File: src/rtl/mulpp_pkg.sv
// Shared constants for the pipelined shift-add multiply-accumulate.
// Width defaults and stage count used by mulpp and mulstage.
package mulpp_pkg;

  localparam int MUL_W  = 8;
  localparam int MUL_RW = 2 * MUL_W;
  localparam int STAGES = MUL_W;

endpackage

File: src/rtl/mulstage.sv
// One combinational shift-add step: adds quo<<K when multiplier bit K is set.
// The adder is 2W wide; the result never exceeds 2^2W - 2^W, so no carry is lost.
module mulstage
  import mulpp_pkg::*;
#(
  parameter int W = MUL_W,
  parameter int K = 0
) (
  input  logic [2*W-1:0] acc,
  input  logic [W-1:0]   quo,
  input  logic [W-1:0]   den,
  output logic [2*W-1:0] acc_nxt
);

  logic [2*W-1:0] pp;
  logic           unused_den;

  assign pp = den[K]
            ? ({{W{1'b0}}, quo} << K)
            : '0;

  assign acc_nxt = acc + pp;

  // Only bit K matters here; the rest rides along for later stages.
  assign unused_den = ^den;

endmodule

File: src/rtl/mulpp.sv
// Pipelined W x W multiply with addend: num = quo*den + rem.
// One shift-add stage per multiplier bit, a register rank after each.
module mulpp
  import mulpp_pkg::*;
#(
  parameter int W = MUL_W
) (
  input  logic           clk,
  input  logic           reset,
  input  logic           en,
  input  logic           in_valid,
  input  logic [W-1:0]   quo,
  input  logic [W-1:0]   den,
  input  logic [W-1:0]   rem,
  output logic           out_valid,
  output logic [2*W-1:0] num,
  output logic           ovf,
  output logic           rem_err
);

  localparam int RW = 2 * W;

  logic [RW-1:0] acc_in  [W];
  logic [RW-1:0] acc_out [W];
  logic [RW-1:0] acc_q   [W];
  logic [W-1:0]  quo_in  [W];
  logic [W-1:0]  den_in  [W];

  // The last rank only needs the sum; operands stop at rank W-2.
  logic [W-1:0]  quo_q   [W-1];
  logic [W-1:0]  den_q   [W-1];

  logic [W-1:0]  valid_q;
  logic [W-1:0]  err_q;
  logic          err0;

  assign err0 = (rem >= den);

  for (genvar k = 0; k < W; k++) begin : g_stage
    if (k == 0) begin : g_head
      assign acc_in[k] = {{W{1'b0}}, rem};
      assign quo_in[k] = quo;
      assign den_in[k] = den;
    end else begin : g_tail
      assign acc_in[k] = acc_q[k-1];
      assign quo_in[k] = quo_q[k-1];
      assign den_in[k] = den_q[k-1];
    end

    mulstage #(
      .W (W),
      .K (k)
    ) u_stage (
      .acc     (acc_in[k]),
      .quo     (quo_in[k]),
      .den     (den_in[k]),
      .acc_nxt (acc_out[k])
    );
  end

  always_ff @(posedge clk or posedge reset) begin
    if (reset) begin
      valid_q <= '0;
      err_q   <= '0;
      for (int k = 0; k < W; k++) begin
        acc_q[k] <= '0;
      end
      for (int k = 0; k < W-1; k++) begin
        quo_q[k] <= '0;
        den_q[k] <= '0;
      end
    end else if (en) begin
      valid_q <= {valid_q[W-2:0], in_valid};
      err_q   <= {err_q[W-2:0], err0};
      for (int k = 0; k < W; k++) begin
        acc_q[k] <= acc_out[k];
      end
      for (int k = 0; k < W-1; k++) begin
        quo_q[k] <= quo_in[k];
        den_q[k] <= den_in[k];
      end
    end
  end

  assign out_valid = valid_q[W-1];
  assign num       = acc_q[W-1];
  assign ovf       = |num[RW-1:W];
  assign rem_err   = err_q[W-1];

endmodule

File: config.mk
export PLATFORM = sky130hd
export DESIGN_NAME = mulpp
export DESIGN_NICKNAME = d
export VERILOG_FILES = /design/src/rtl/mulpp_pkg.sv /design/src/rtl/mulstage.sv /design/src/rtl/mulpp.sv
export SDC_FILE = /design/constraint.sdc
export NUM_CORES = 1
export LEC_CHECK = 0
export CORE_AREA = 4 4 179 181
export DETAILED_ROUTE_END_ITERATION = 10
export DIE_AREA = 0 0 183 185
export PLACE_DENSITY_LB_ADDON = 0.25
export SYNTH_ARGS = -nofsm -noshare
export SYNTH_HDL_FRONTEND = slang
export SYNTH_SLANG_ARGS = --single-unit
File: constraint.sdc
create_clock -name clk -period 15.5 [get_ports clk]
set_clock_uncertainty 0.2 [all_clocks]
set_input_delay 2.325 -clock clk [delete_from_list [all_inputs] [get_ports clk]]
set_output_delay 2.325 -clock clk [all_outputs]
set_load 0.02 [all_outputs]
==> impl_metrics.csv <==
group,metric,value,unit
timing,setup_tns,0,ns
final_layout,fillerInstances,2983,
floorplanning,core_region_area,30400,um^2
floorplanning,die_h,185,um
drt,postRouteWirelength,18900,um
cts,worst_setup_hold_path_clk_slew,0.08,ns
global_routing,global_route.overflow_total,0,
worst_setup_path,crit_chain,"buf_8 -> buf_4 -> buf_4 -> nand2b_1 -> o22ai_1 -> a41oi_1 -> nand3_1",
logic_synthesis,xor_and_xnor_fraction_of_the_mapped_netlist_area,2.00,%
drt,routed-via-count,6554,
pwr,p_sw_share,34.8,%
final_layout,fin_nets,1006,
pwr,cellInternalPower,1.34,mW
worst_setup_path,critical-path-slowest-cell,"sky130_fd_sc_hd__buf_4",
worst_setup_path,critical_path.endpoint_type,"flop",
logic_synthesis,synth_warnings,0,
timing,final-max-slew-violation-count,0,
worst_setup_path,cp_max_fo,109,
cts,clockRootBuffer,"sky130_fd_sc_hd__clkbuf_16",
logic_synthesis,synth.lib_cells_used.distinct,32,
timing,setup_viol,0,
floorplanning,ios,47,
worst_setup_path,timing.setup.critical_path_class,"input pin to flop",
logic_synthesis,post-synth-top-area-fraction,47.7,%
final_layout,area.growth.synth_to_final,13.7,%
worst_hold_path,min-delay-path-class,"flop to flop",
logic_synthesis,synth_sequential_area_ratio,47.7,%
pwr,pwr-share-comb,38.6,%
drt,drt-wirelength-per-cell,14.5,um
logic_synthesis,synth-adder-area-share,10.1,%
cts,clock_sinks,200,
logic_synthesis,yosys_most_used_dff,"sky130_fd_sc_hd__dfrtp_1",
logic_synthesis,flip_flop_and_latch_count_after_synthesis,200,
pwr,ir_worst_vdd,0.0742,mV
cts,cts_made_buffers,17,
worst_setup_path,arrival,5.14,ns
final_layout,final_util,39.2,%
job,max_cap_viol_count,0,
cts,postCtsSetupBuffers,0,
cts,clock_tree.htree_level_count,4,
logic_synthesis,number_of_instances_in_the_synthesized_netlist,858,
pwr,cellLeakagePower,5.09,nW
drt,detail_route.first_pass.iterations,4,
pwr,p_per_area,172,nW/um^2
pwr,power.net_switching,0.713,mW
drt,drtAntennaViolNets,0,
worst_setup_path,cp.required,15.67,ns
logic_synthesis,synthesized_area,10500,um^2
floorplanning,number_of_rows_in_the_core_area,64,
worst_setup_path,timing.critical_path.from_type,"input pin",
outcome,run_status,"finished clean",
cts,clk_path_buf_depth,2,
logic_synthesis,synth-async-reset-ratio,100,%
global_routing,number_of_global_route_vias_before_repair,6605,
cts,count_of_hold_buffers_inserted_by_post_cts_repair,0,
final_layout,diodes,0,
place,port_buffers,46,
logic_synthesis,synth_area_leaders,"sky130_fd_sc_hd__dfrtp_1, sky130_fd_sc_hd__mux2_2, sky130_fd_sc_hd__ha_1",
global_routing,antenna_found_initial,0,
final_layout,stdcell_count,1307,
timing,final.period_utilization,32.1,%
logic_synthesis,mappedNetlistNets,966,
global_routing,grt_start_max_net_pins,136,
timing,grt_setup_unrepaired,"false",
drt,detailedRoute.firstIterationViolations,301,
timing,final.min_clock_period,4.97,ns
final_layout,drive_above_1_share,24.1,%
logic_synthesis,synth_area_leader_cell,"sky130_fd_sc_hd__dfrtp_1",
floorplanning,die_width,183,um
logic_synthesis,largest_family_of_logic_cells_by_synthesized_area,"multiplexers",
timing,relative_max_transition_margin,34.3,%
drt,vias_per_cell,5.01,
logic_synthesis,synth_compound_gate_area_share,13.2,%
logic_synthesis,synth-simple-area-share,7.28,%
cts,tritoncts_clock_tree,"done",
pwr,power.share.sequential,40.0,%
pwr,power_frac_clock,21.5,%
final_layout,multi_input_area,5220,um^2
cts,cts_resized,0,
timing,finalHoldViolCount,0,
place,detailedPlace.worstSlack,10.11,ns
place,gp_routability_congestion,0.783,
logic_synthesis,synthMuxAreaShare,17.1,%
timing,timing.final.ws_setup,10.53,ns
timing,tightest_slew,0.985,ns
place,place.detailed.instances,1275,
worst_setup_path,critPathMaxStageDelay,0.84,ns
floorplanning,effective_utilization_at_floorplan,34.5,%
cts,clock_latency_of_the_later_clocked_register_in_the_worst_skew_pair,0.43,ns
logic_synthesis,post_synthesis_area_per_instance,12.2,um^2
floorplanning,fp.dieArea,33900,um^2
final_layout,seq_area,5000,um^2
drt,drc_errors,0,
timing,max_freq,201,MHz
global_routing,gr-usage-all-layers,11.7,%
global_routing,grt_first_pass_wirelength,32900,um
worst_setup_path,crit_path_frequent_cell,"sky130_fd_sc_hd__buf_4",
pwr,report.power.total,2.05,mW
logic_synthesis,edff_count_synth,0,
place,detailedPlacementHpwl,13100,um
==> power groups by stage <==
stage | Sequential (mW) | Clock, mW | Combinational (mW)
2_1_floorplan | 0.820 | 0 | 0.602
5_1_grt | 0.851 | 0.480 | 0.885
3_3_place_gp | 0.831 | 0 | 0.784
4_1_cts | 0.825 | 0.457 | 0.800
6_report | 0.819 | 0.440 | 0.791
3_5_place_dp | 0.835 | 0 | 0.794
==> worst max-delay path, delay by kind of cell <==
family                 cells  cell delay [ns]
AND/OR/NAND/NOR            2             0.35
AO/OA/AOI/OAI              2             0.26
buffers and inverters      3             2.05
==> area by class of cell <==
| type | count | area share [%] |
|---|---|---|
| timing repair buffer | 49 | 4.09 |
| multi-input combinational | 596 | 43.8 |
| sequential | 200 | 42.0 |
| clock inverter | 14 | 1.27 |
| clock buffer | 18 | 3.60 |
| tap | 396 | 4.16 |
| inverter | 34 | 1.13 |
==> placed cells by master (no fill, tap or decap), types with 24 or more instances in the layout <==
master,netlist,final
sky130_fd_sc_hd__dfrtp_1,200,200
sky130_fd_sc_hd__mux2_2,157,157
sky130_fd_sc_hd__ha_1,72,72
sky130_fd_sc_hd__and2_1,64,64
sky130_fd_sc_hd__clkdlybuf4s50_1,0,45
sky130_fd_sc_hd__o21ai_0,35,35
sky130_fd_sc_hd__inv_1,34,33
sky130_fd_sc_hd__o22ai_1,32,32
sky130_fd_sc_hd__nand3_1,25,25
sky130_fd_sc_hd__a21oi_1,24,24
sky130_fd_sc_hd__xnor2_1,24,24
==> Yosys cell counts, types with 6 or more instances <==
master	count
sky130_fd_sc_hd__a21oi_2	9
sky130_fd_sc_hd__a21o_1	17
sky130_fd_sc_hd__o211ai_1	9
sky130_fd_sc_hd__a211oi_2	16
sky130_fd_sc_hd__nor2_1	16
sky130_fd_sc_hd__a21oi_1	24
sky130_fd_sc_hd__o21ai_1	6
sky130_fd_sc_hd__nand2b_1	9
sky130_fd_sc_hd__o22ai_1	32
sky130_fd_sc_hd__a41oi_1	9
sky130_fd_sc_hd__dfrtp_1	200
sky130_fd_sc_hd__or3_1	8
sky130_fd_sc_hd__buf_2	23
sky130_fd_sc_hd__xnor2_1	24
sky130_fd_sc_hd__a211oi_1	17
sky130_fd_sc_hd__mux2_2	157
sky130_fd_sc_hd__ha_1	72
sky130_fd_sc_hd__o21ai_0	35
sky130_fd_sc_hd__nor2b_1	8
sky130_fd_sc_hd__and2_1	64
sky130_fd_sc_hd__o21bai_1	16
sky130_fd_sc_hd__nand3_1	25
sky130_fd_sc_hd__fa_1	8
sky130_fd_sc_hd__a31oi_1	8
sky130_fd_sc_hd__inv_1	34
==> per-stage QoR <==
| step | cell area, um^2 | hold slack [ns] |
|---|---|---|
| 2_1_floorplan | 10500 | 0.266 |
| 3_3_place_gp | 11300 | 0.285 |
| 3_5_place_dp | 11300 | 0.291 |
| 4_1_cts | 11900 | 0.309 |
| 5_1_grt | 11900 | 0.318 |
| 6_report | 11900 | 0.301 |
==> logic make-up after synthesis <==
family | Yosys count
compound gates | 199
simple gates | 134
buf+inv | 62
mux | 159
flops | 200
fa+ha+maj | 80
xor+xnor | 24
==> per-layer routing <==
metal | GRT usage, % | up-vias | wire length (um)
met5 | 0 | - | 0
met4 | 2.35 | 0 | 155
met3 | 2.91 | 11 | 543
met2 | 19.7 | 71 | 9330
met1 | 15.4 | 3228 | 8900
li1 | - | 3244 | -
==> flip-flops by register name, summed over array words and instances, names as in the netlist <==
register  flops
err_q         8
quo_in       56
den_in       28
valid_q       8
acc_in       84
num          16
==> final timing paths <==
path	start	end	slack, ns	depth (start not counted)
hold / removal	quo_in[0]	quo_in[0]	0.30	1
hold reg to reg	quo_in[0]	quo_in[0]	0.30	1
min in group asynchronous	reset	quo_in[14]	2.29	2
setup / recovery	en	acc_in[58]	10.53	7
max in group asynchronous	reset	quo_in[36]	11.40	3
setup reg to reg	den_in[21]	acc_in[27]	12.87	8
(Power assumes the default switching activity.)
